**src/rtl/cpu_ctrl_pkg.sv**
```systemverilog
// Shared pipeline-control definitions: FSM states, writeback-select encoding and
// register address width used by the hazard unit.
package cpu_ctrl_pkg;
    localparam int REG_ADDR_W = 5;
    localparam logic [1:0] MEM_TO_REG_LOAD = 2'b01;

    typedef enum logic [0:0] {
        RUN      = 1'b0,
        MEM_WAIT = 1'b1
    } state_e;
endpackage

```
**src/rtl/load_use_detect.sv**
```systemverilog
// Combinational load-use detector: flags an ID source that depends on a load
// still in EX. Writes to x0 never create a dependency.
module load_use_detect
    import cpu_ctrl_pkg::*;
(
    input  logic [REG_ADDR_W-1:0] id_rs1_addr,
    input  logic [REG_ADDR_W-1:0] id_rs2_addr,
    input  logic                  id_uses_rs1,
    input  logic                  id_uses_rs2,
    input  logic                  ex_reg_write,
    input  logic [1:0]            ex_mem_to_reg,
    input  logic [REG_ADDR_W-1:0] ex_reg_write_addr,
    output logic                  hazard
);
    logic ex_is_load;
    logic rs1_hit;
    logic rs2_hit;

    assign ex_is_load = ex_reg_write && (ex_mem_to_reg == MEM_TO_REG_LOAD)
                        && (ex_reg_write_addr != '0);
    assign rs1_hit    = id_uses_rs1 && (id_rs1_addr == ex_reg_write_addr);
    assign rs2_hit    = id_uses_rs2 && (id_rs2_addr == ex_reg_write_addr);
    assign hazard     = ex_is_load && (rs1_hit || rs2_hit);
endmodule

```
**src/rtl/hazard_ctrl.sv**
```systemverilog
// Pipeline hazard controller: memory-wait stalls with timeout, redirect flushes
// and load-use bubbles, plus saturating stall/flush performance counters.
module hazard_ctrl
    import cpu_ctrl_pkg::*;
#(
    parameter int MEM_TIMEOUT = 255,
    parameter int CNT_W       = 32
) (
    input  logic                  clk,
    input  logic                  rst,
    input  logic [REG_ADDR_W-1:0] id_rs1_addr,
    input  logic [REG_ADDR_W-1:0] id_rs2_addr,
    input  logic                  id_uses_rs1,
    input  logic                  id_uses_rs2,
    input  logic                  ex_reg_write,
    input  logic [1:0]            ex_mem_to_reg,
    input  logic [REG_ADDR_W-1:0] ex_reg_write_addr,
    input  logic                  mem_redirect,
    input  logic                  mem_req,
    input  logic                  mem_ready,
    output logic                  pc_stall,
    output logic                  if_id_stall,
    output logic                  id_ex_stall,
    output logic                  ex_mem_stall,
    output logic                  if_id_flush,
    output logic                  id_ex_flush,
    output logic                  ex_mem_flush,
    output logic                  mem_wb_flush,
    output logic                  mem_timeout,
    output logic [CNT_W-1:0]      stall_cycles,
    output logic [15:0]           flush_events
);
    localparam logic [7:0] TIMEOUT_C = 8'(MEM_TIMEOUT);

    function automatic logic [CNT_W-1:0] sat_inc_cnt(input logic [CNT_W-1:0] v);
        return (&v) ? v : v + CNT_W'(1);
    endfunction

    function automatic logic [15:0] sat_inc16(input logic [15:0] v);
        return (&v) ? v : v + 16'd1;
    endfunction

    state_e           state_q, state_d;
    logic [7:0]       wait_cnt_q, wait_cnt_d;
    logic             timeout_q, timeout_d;
    logic [CNT_W-1:0] stall_cnt_q;
    logic [15:0]      flush_cnt_q;
    logic             lu_q;
    logic             lu_hazard;
    logic             mem_stall;
    logic             redirect;
    logic             lu_stall;
    logic             active;

    load_use_detect u_lud (
        .id_rs1_addr       (id_rs1_addr),
        .id_rs2_addr       (id_rs2_addr),
        .id_uses_rs1       (id_uses_rs1),
        .id_uses_rs2       (id_uses_rs2),
        .ex_reg_write      (ex_reg_write),
        .ex_mem_to_reg     (ex_mem_to_reg),
        .ex_reg_write_addr (ex_reg_write_addr),
        .hazard            (lu_hazard)
    );

    always_comb begin
        state_d    = state_q;
        wait_cnt_d = wait_cnt_q;
        timeout_d  = timeout_q;
        mem_stall  = 1'b0;
        case (state_q)
            RUN: begin
                if (mem_req && !mem_ready) begin
                    mem_stall  = 1'b1;
                    state_d    = MEM_WAIT;
                    wait_cnt_d = 8'd1;
                end
            end
            MEM_WAIT: begin
                if (mem_ready) begin
                    state_d    = RUN;
                    wait_cnt_d = 8'd0;
                end else if (wait_cnt_q == TIMEOUT_C) begin
                    // Abort the access: release the pipeline and flag the error.
                    timeout_d  = 1'b1;
                    state_d    = RUN;
                    wait_cnt_d = 8'd0;
                end else begin
                    mem_stall  = 1'b1;
                    wait_cnt_d = wait_cnt_q + 8'd1;
                end
            end
            default: state_d = RUN;
        endcase
    end

    // lu_q blocks a repeat bubble: the cycle after a load-use stall EX holds a bubble.
    assign active   = !rst;
    assign redirect = mem_redirect && !mem_stall;
    assign lu_stall = lu_hazard && (state_q == RUN) && !redirect && !mem_stall && !lu_q;

    assign pc_stall     = active && (mem_stall || lu_stall);
    assign if_id_stall  = active && (mem_stall || lu_stall);
    assign id_ex_stall  = active && mem_stall;
    assign ex_mem_stall = active && mem_stall;
    assign if_id_flush  = active && redirect;
    assign id_ex_flush  = active && (redirect || lu_stall);
    assign ex_mem_flush = active && redirect;
    assign mem_wb_flush = active && mem_stall;

    always_ff @(posedge clk or posedge rst) begin
        if (rst) begin
            state_q     <= RUN;
            wait_cnt_q  <= 8'd0;
            timeout_q   <= 1'b0;
            stall_cnt_q <= '0;
            flush_cnt_q <= 16'd0;
            lu_q        <= 1'b0;
        end else begin
            state_q    <= state_d;
            wait_cnt_q <= wait_cnt_d;
            timeout_q  <= timeout_d;
            lu_q       <= lu_stall;
            if (pc_stall) stall_cnt_q <= sat_inc_cnt(stall_cnt_q);
            if (redirect) flush_cnt_q <= sat_inc16(flush_cnt_q);
        end
    end

    assign mem_timeout  = timeout_q;
    assign stall_cycles = stall_cnt_q;
    assign flush_events = flush_cnt_q;
endmodule

```
**config.mk**
```make
export PLATFORM = sky130hd
export DESIGN_NAME = hazard_ctrl
export DESIGN_NICKNAME = d
export VERILOG_FILES = /design/src/rtl/cpu_ctrl_pkg.sv /design/src/rtl/load_use_detect.sv /design/src/rtl/hazard_ctrl.sv
export SDC_FILE = /design/constraint.sdc
export NUM_CORES = 1
export LEC_CHECK = 0
export ABC_AREA = 1
export CAP_MARGIN = 10
export CORE_ASPECT_RATIO = 1.4
export CORE_UTILIZATION = 33
export CTS_BUF_LIST = sky130_fd_sc_hd__clkbuf_8
export DETAILED_ROUTE_END_ITERATION = 8
export GPL_TIMING_DRIVEN = 0
export PLACE_DENSITY = 0.54
export SYNTH_ARGS = -nofsm -noshare
export SYNTH_HDL_FRONTEND = slang
export SYNTH_SLANG_ARGS = --single-unit
```
**constraint.sdc**
```tcl
create_clock -name clk -period 3.1 [get_ports clk]
set_input_delay 0.31 -clock clk [delete_from_list [all_inputs] [get_ports clk]]
set_output_delay 0.31 -clock clk [all_outputs]
set_load 0.02 [all_outputs]
```
==> out/qor.txt <==
Setup slack at placement - 4.24 ps
Commonest non-fill, non-tap cells in the layout - 216 x nand2_1, 80 x clkdlybuf4s50_1, 63 x inv_1
Via count - 3925
Total count of hold-check failures in the final report - 0
DRT antenna net count - 0
Number of flops mapped to enable cells by yosys - 0
Count of placed standard cells in the final layout, fillers left out - 829
Clock-pin slew reported for the worst setup and hold paths after clock tree synthesis - 80 ps
Cell with the largest stage delay on the worst path - clkdlybuf4s50_1
Crit start category - register
Initial standard-cell utilization of the core - 0.343
Post-CTS resize count - 0
Post-layout util - 0.446
Detail-routed via count per cell - 4.73
DIE WIDTH - 96.1 um
Total clock buffers created by CTS - 9
Top flip-flop cell by instance count after synthesis - dfrtp_1
Detail Placement HPWL - 8.56 mm
DRC - 0
Most numerous cell on the critical path - nand2_2
Power Total - 2.52 mW
Via count of the first global-routing pass - 3900
Fmax - 345 MHz
Final setup fails - 0
DRT Pass-1 Iters - 4
Highest cell delay on the worst timing path - 610 ps
Antenna cell count - 0
Setup repair bufs after CTS - 0
R2r endpoint - stall_cycles[15]
Highest fanout seen on the critical path - 11
Critical path class - reg2out
CP Data Required Time - 2790 ps
Global placement routability congestion - 0.888
CTS H-tree lvls - 3
Final period util - 0.935
Number of slew-limit violations in the final report - 0
Core Region - 11900 sq um
I/O Buffers - 81
Critical Path End Type - output port
Fill cells - 1281
Max clock buf depth - 2
Cells traversed along the worst timing path - ha_1 > nand2_1 > inv_1 > nand4_4 > nand2_4 > nand2_2 > nand2_2 > nand2_2 > buf_6 > buf_6 > clkdlybuf4s50_1
First-pass GRT wire length - 18.2 mm
Static power due to leakage - 2.52 nW
Number of max-cap violations - 0
Total Wirelength - 10.9 mm
R2R setup slack - 1000 ps
Number of top-level pins - 82
Area growth from synthesis to layout - 30.1%
Root buffer cell - clkbuf_8
Synthesized instance count - 584
Ratio of cells with drive above 1 in the final layout - 0.0968
FFs w/ async S/R, synth - 1.00
Antenna violations before repair - 0
Flops & latches, synth - 59
Register Area - 1480 sq um
Placed cells - 813
Number of buffers and inverters on the critical path - 4
Total number of clock tree sinks - 59
Net count of the mapped netlist - 612
IR Drop Worst-Case VDD - 0.000383 V
Post-synth design cell area - 4090 sq um
Most common cell after layout, fill and taps aside - nand2_1
Pwr Density - 474 nW/um^2
Reg2Reg Launch Point - stall_cycles[1]
Area of the multi-input gates - 2210 sq um
Final setup margin - 203 ps
Average footprint of a synthesized cell - 7.00 sq um
Final standard cell area without fillers - 5320 sq um
Hold buffer count at cts - 0
Category of cells accounting for the largest share of critical-path delay - buffers and inverters
CP arrival - 2590 ps
Depth of the worst register-to-register path - 9
Register area share after synthesis - 0.361
Transition at the pin with the smallest max-transition slack - 529 ps
Pin count of the biggest net entering global routing - 34
Worst-case headroom to the max-slew limit - 0.644
Count of yosys warnings during synthesis - 0
RSZ-0062 raised after global routing - no
Wire per inst - 13.2 um
TritonCTS clock tree - built
Full die area - 12800 sq um
Total global routing overflow - 0
Clock Skews - 15.9 ps
Placed Instance Area - 5100 sq um
Final-layout setup total negative slack - 0 ps
Number of distinct standard cells referenced by the synthesized netlist - 33
FP Rows - 47
Overall fraction of global-route tracks in use - 0.185
Worst hold-check path type - in2async
Post-layout minimum cycle time - 2900 ps
Clock insertion delay at the later pin of the skew report - 370 ps
Outcome - complete, no violations
Die outline height - 134 um
Starting DRT DRC Count - 175
Net total in the final layout - 705
Hold slack - 336 ps
-- cells in the mapped netlist, types with 2 or more instances --
master | count | area (sq um)
nand2_1 | 216 | 811
inv_1 | 64 | 240
dfrtp_1 | 59 | 1480
nor2_1 | 51 | 191
nand3_1 | 48 | 240
xor2_1 | 24 | 210
nor3_1 | 17 | 85.1
nand3_2 | 12 | 120
o21ai_1 | 11 | 55.1
nand3b_1 | 8 | 60.1
nand4_1 | 8 | 50.1
xnor2_1 | 8 | 70.1
buf_6 | 7 | 78.8
buf_4 | 6 | 45.0
o21ai_0 | 6 | 30.0
a21oi_1 | 5 | 25.0
nor2_4 | 5 | 56.3
inv_2 | 4 | 15.0
nand2_2 | 4 | 25.0
ha_1 | 3 | 37.5
nor2_2 | 3 | 18.8
a211oi_1 | 2 | 15.0
nand2_4 | 2 | 22.5
nor3_2 | 2 | 20.0
-- area by class of cell --
cell class | instances | share of cell area
Clock buffer | 11 | 0.0284
Clock inverter | 5 | 0.0115
Multi-Input combinational cell | 441 | 0.416
Timing Repair Buffer | 82 | 0.157
Sequential cell | 59 | 0.277
Tap cell | 147 | 0.0346
Buffer | 16 | 0.0275
Inverter | 68 | 0.0484
-- report_power, final --
| group | total (mW) | switching (mW) | internal [mW] |
|---|---|---|---|
| registers | 0.996 | 0.125 | 0.871 |
| logic | 0.762 | 0.424 | 0.338 |
| clock network | 0.764 | 0.348 | 0.416 |
-- worst max path at each step --
stage | startpoint | cells after the start | slack [ps] | to
6_report | wait_cnt_q[0] | 11 | 200 | if_id_stall
5_1_grt | wait_cnt_q[0] | 11 | 20 | if_id_stall
4_1_cts | rst | 8 | 2 | pc_stall
3_5_place_dp | rst | 8 | 4 | pc_stall
3_3_place_gp | rst | 8 | -1530 | pc_stall
2_1_floorplan | rst | 6 | 320 | pc_stall
-- registers in the layout, summed over array words and instances, names as in the netlist --
register / cells
stall_cycles: 32
flush_events: 16
wait_cnt_q: 8
lu_q: 1
mem_timeout: 1
state_q: 1
-- worst register-to-register path, cell delays in order, from the launching register on --
cell	delay, ps
dfrtp_1	400
ha_1	330
inv_2	100
nor2_4	180
nand3_2	120
nor2_4	180
nand3_4	140
buf_1	290
nand3_1	170
nand2_1	60
-- cells by family after synthesis --
group | Yosys count | share of synthesized area
AOI/OAI and AO/OA | 27 | 0.0364
buffers and inverters | 84 | 0.0982
adders and majority gates | 3 | 0.00918
DFF | 59 | 0.361
and+or+nand+nor | 379 | 0.427
xor gates and xnor gates | 32 | 0.0685
-- layer usage --
| metal | share of wire | global-route usage |
|---|---|---|
| met5 | 0 | 0 |
| met4 | 0.036 | 0.102 |
| met3 | 0.046 | 0.0274 |
| met2 | 0.52 | 0.333 |
| met1 | 0.40 | 0.202 |
(Power assumes the default switching activity.)
==> RTL edit 1, RTL diff (same flow settings) <==
Make the reset (`rst`) synchronous in one clocked block.
--- a/src/rtl/hazard_ctrl.sv
+++ b/src/rtl/hazard_ctrl.sv
@@ -108,7 +108,7 @@
     assign ex_mem_flush = active && redirect;
     assign mem_wb_flush = active && mem_stall;
 
-    always_ff @(posedge clk or posedge rst) begin
+    always_ff @(posedge clk) begin
         if (rst) begin
             state_q     <= RUN;
             wait_cnt_q  <= 8'd0;
Formal check against the unedited RTL: differs if rst is asserted again (counterexample within 4 cycles, from zero or initial values and one cycle with rst high); with rst held inactive, the same outputs for 10 cycles.
==> RTL edit 1 against the original RTL <==
Area after synthesis shrank 1.7%; sequential cell count is the same; die area shrank 1.7%; wire length grew 3.3%; final area shrank 0.78%; count of clock-buffer cells in the layout is the same; setup slack gained 18 ps.
Power is not compared: it rests on default switching activity, and its combinational part moved more than twofold at a synthesized area within 25%.
==> RTL edit 1: results (changes against the original RTL) <==
{| class="wikitable"
! Metric !! Value
|-
| Worst reg2reg startpoint || stall_cycles[0]$_SDFFE_PP0P_
|-
| Mapped Avg Cell Area || 6.73 um^2 (-3.9%)
|-
| Register Area || 0.00118 mm^2 (-20%)
|-
| Placed cells || 824 (+1.4%)
|-
| Clock Pin Slew Worst Setup and Hold Paths || 60 ps (-20 ps)
|-
| Placed wire-length estimate || 8910 um (+4.0%)
|-
| Proportion of register bits with asynchronous set or reset after synthesis || 0% (-100 points)
|-
| Met3 Track Usage GR || 4.89% (+2.1 points)
|-
| Total track usage || 19.0% (+0.45 points)
|-
| Run status || finished, final reports clean
|-
| Transition time at the pin with the least slew margin || 677 ps (+148 ps)
|-
| Routability congestion estimate from global placement || 0.897 (+1.1%)
|-
| Number of cell instances on the worst register-to-register path || 10 (+1)
|-
| Kind of cell with the highest combined delay on the critical path || simple AND/OR/NAND/NOR gates
|-
| Number of buffers inserted by port buffering || 80 (-1.2%)
|-
| Number of DRC markers in iteration 0 || 178 (+1.7%)
|-
| Via count of the first global-routing pass || 3,916 (+0.41%)
|-
| Met1 wire length || 4860 um (+12%)
|-
| Wire length of the first global-routing pass || 18,700 um (+2.3%)
|-
| Share of synthesized area occupied by flip-flops and latches || 29.4% (-6.7 points)
|-
| Net count of the mapped netlist || 625 (+2.1%)
|-
| Routed wl met2 || 5690 um (-0.11%)
|-
| Termination of the worst setup path || if_id_flush
|-
| Worst-case register-to-register setup slack || 840 ps (-160 ps)
|-
| Post-DR vias/cell || 4.75 (+0.43%)
|-
| Largest net degree at the start of global routing || 12 (-65%)
|-
| Commonest cells in the netlist || sky130_fd_sc_hd__nand2_1 (193), sky130_fd_sc_hd__nor2_1 (84), sky130_fd_sc_hd__dfxtp_1 (59)
|-
| Global routing usage on met2 || 33.0% (-0.28 points)
|}
RTL edit 1: cells by family after synthesis:
| group | count (synthesis) | synth area share (%) |
|---|---|---|
| compound gates | 59 | 9.40 |
| xor+xnor | 27 | 5.88 |
| buf+inv | 61 | 8.62 |
| flops | 59 | 29.4 |
| fa+ha+maj | 3 | 0.934 |
| simple gates | 388 | 45.8 |
RTL edit 1: layout make-up:
cell class              instances  share of cell area (%)
plain buffers                  22                    3.79
repair buffers                 80                    15.2
clock buffers                  11                    2.87
inverters                      39                    2.77
well taps                     147                    3.48
flip-flops and latches         59                    22.4
multi-input cells             477                    47.2
clock inverters                 5                    2.35
RTL edit 1: what timing repair did:
item,in CTS,in global routing
setup buffers,0,0
hold buffers,0,0
setup endpoints to repair,0,1
gates resized for setup,0,1
RTL edit 1: power breakdown:
group	switching (uW)	internal [uW]	total [uW]
logic	104	82.0	186
clock network	329	657	986
registers	7.50	764	771
==> RTL edit 2, RTL diff (same settings) <==
Made on the original files. `MEM_TO_REG_LOAD`: 2'b01 -> 2'b00.
--- a/src/rtl/cpu_ctrl_pkg.sv
+++ b/src/rtl/cpu_ctrl_pkg.sv
@@ -2,7 +2,7 @@
 // register address width used by the hazard unit.
 package cpu_ctrl_pkg;
     localparam int REG_ADDR_W = 5;
-    localparam logic [1:0] MEM_TO_REG_LOAD = 2'b01;
+    localparam logic [1:0] MEM_TO_REG_LOAD = 2'b00;
 
     typedef enum logic [0:0] {
         RUN      = 1'b0,
Formal check against the unedited RTL: not equivalent (a bounded check fails within 4 cycles, from zero or initial values and one cycle with rst high).
==> RTL edit 2 against the original RTL <==
Wire length is 2.7% lower; die area is 1.4% lower; area after synthesis is 1.4% lower; setup slack better by 120 ps; power is 5.8% lower; via count is 1.7% lower; highest routed layer unchanged; final area is 2.0% lower; largest cell class unchanged; clock skew is 4.4 ps lower; sequential cell count stayed put.
==> RTL edit 2: results (changes against the original RTL) <==
{| class="wikitable"
! Metric !! Value
|-
| Run status || finished, final reports clean
|-
| Met3 routed WL || 414 um (-17%)
|-
| Wire length of the first global-routing pass || 18,100 um (-0.60%)
|-
| Rel. slew slack || 68.8% (+4.4 points)
|-
| Period utilisation layout || 89.5% (-4.0 points)
|-
| Largest net degree at the start of global routing || 35 (+2.9%)
|-
| Placed wire-length estimate || 8210 um (-4.1%)
|-
| Length of the first detailed-routing pass in iterations || 6 (+2)
|-
| Count of fill cells added during filler insertion || 1,246 (-2.7%)
|-
| Number of buffers inserted by port buffering || 81 (unchanged)
|-
| Share of cells above drive strength 1 || 9.95% (+0.28 points)
|-
| Routability congestion estimate from global placement || 0.842 (-5.2%)
|-
| Mapped Avg Cell Area || 7.12 um^2 (+1.7%)
|-
| Data arrival at the endpoint of the critical path || 2460 ps (-130 ps)
|-
| Post-synthesis cell type count || 32 (-3.0%)
|-
| Placed cells || 795 (-2.2%)
|-
| Total track usage || 18.3% (-0.23 points)
|-
| Total Nets Final || 686 (-2.7%)
|-
| Placement Cell Area || 0.00505 mm^2 (-1.2%)
|-
| Share of synthesized area occupied by flip-flops and latches || 36.6% (+0.53 points)
|-
| Wire length per cell || 13.1 um (-0.45%)
|-
| Static leakage power || 0.00243 uW (-3.8%)
|-
| Biggest cell delay along the critical path || 580 ps (-30 ps)
|-
| Routed wl met2 || 5630 um (-1.1%)
|-
| Max IR drop VDD || 0.000347 V (-9.3%)
|-
| Net count of the mapped netlist || 594 (-2.9%)
|-
| Most area-consuming cells after synthesis || sky130_fd_sc_hd__dfrtp_1 (37%), sky130_fd_sc_hd__nand2_1 (19%), sky130_fd_sc_hd__inv_1 (6.2%)
|-
| Clock Latency Late Sink || 350 ps (-20 ps)
|-
| Number of standard cells in the final layout excluding fillers || 810 (-2.3%)
|-
| Post-DR vias/cell || 4.76 (+0.57%)
|-
| Cell at the root of the clock tree || sky130_fd_sc_hd__clkbuf_8
|-
| Via count of the first global-routing pass || 3,901 (+0.026%)
|-
| Commonest cells in the netlist || sky130_fd_sc_hd__nand2_1 (199), sky130_fd_sc_hd__inv_1 (67), sky130_fd_sc_hd__dfrtp_1 (59)
|-
| Met1 wire length || 4340 um (+0.16%)
|-
| Worst clock skew || 11.5 ps (-4.38 ps)
|-
| Critical Path Fanout Max || 14 (+3)
|-
| Number of DRC markers in iteration 0 || 221 (+26%)
|}
-- RTL edit 2: cell types whose count changed in the layout (fill, tap and decap cells not counted), sizes merged, moves of 2 or more --
cell      before  now
nand3b         8    2
a21oi          5    9
nand2        222  206
clkinvlp       3    0
nor2          59   61
xnor2          8   13
xor2          24   20
inv           68   70
nor3          19   16
-- RTL edit 2: cell type report --
cell class | count | area (um^2) | area share (%)
clock buffer | 11 | 151 | 2.90
inverter | 67 | 254 | 4.87
buffer | 15 | 130 | 2.49
multi-input combinational | 424 | 2170 | 41.6
timing repair buffer | 82 | 831 | 15.9
clock inverter | 5 | 21.3 | 0.408
tap | 147 | 184 | 3.53
sequential | 59 | 1480 | 28.3
-- RTL edit 2: per-stage QoR --
stage               worst slack (ps)  setup TNS, ps  utilization, %  hold slack (ps)
floorplan                        257              0               -              408
global placement               -1620         -34070            42.3              468
detailed placement              -121           -156            42.5              465
CTS                              115              0            44.0              390
global route                     129              0            43.9              429
finish                           327              0            43.9              378
-- RTL edit 2: worst paths after layout --
| kind | startpoint | end | slack (ps) | cells past startpoint |
|---|---|---|---|---|
| max in group asynchronous | rst | stall_cycles[3]$_DFFE_PP0P_ | 2200 | 3 |
| worst min-delay path | rst | flush_events[15]$_DFFE_PP0P_ | 380 | 2 |
| worst max register to register | stall_cycles[0]$_DFFE_PP0P_ | stall_cycles[19]$_DFFE_PP0P_ | 1020 | 11 |
| worst max-delay path | wait_cnt_q[0]$_DFFE_PP0P_ | pc_stall | 330 | 10 |
| min in group clk | mem_timeout$_DFFE_PP0P_ | mem_timeout$_DFFE_PP0P_ | 490 | 1 |
| worst min register to register | mem_timeout$_DFFE_PP0P_ | mem_timeout$_DFFE_PP0P_ | 490 | 1 |
-- RTL edit 2: routing by layer --
| layer | track usage, % | vias up |
|---|---|---|
| li1 | - | 1958 |
| met4 | 6.88 | 0 |
| met1 | 20.8 | 1804 |
| met3 | 3.97 | 20 |
| met2 | 32.7 | 75 |
| met5 | 0 | - |
-- RTL edit 2: cell families after synthesis --
family                     count (synthesis)  share of synthesized area, %
buffers and inverters                     83                          9.59
AOI/OAI and AO/OA                         30                          4.07
adders and majority gates                  3                         0.931
xor gates and xnor gates                  33                          7.17
DFF                                       59                          36.6
and+or+nand+nor                          358                          41.6
-- RTL edit 2: what timing repair did --
action | in CTS | in global routing
resized for setup | 1 | 0
hold buffers | 0 | 0
endpoints found under the setup margin | 2 | 1
-- RTL edit 2: power breakdown --
part / switching, uW / total [uW] / internal [uW]
Combinational: 401 / 724 / 323
Clock: 319 / 642 / 323
Sequential: 142 / 1010 / 869
Total: 862 / 2380 / 1510
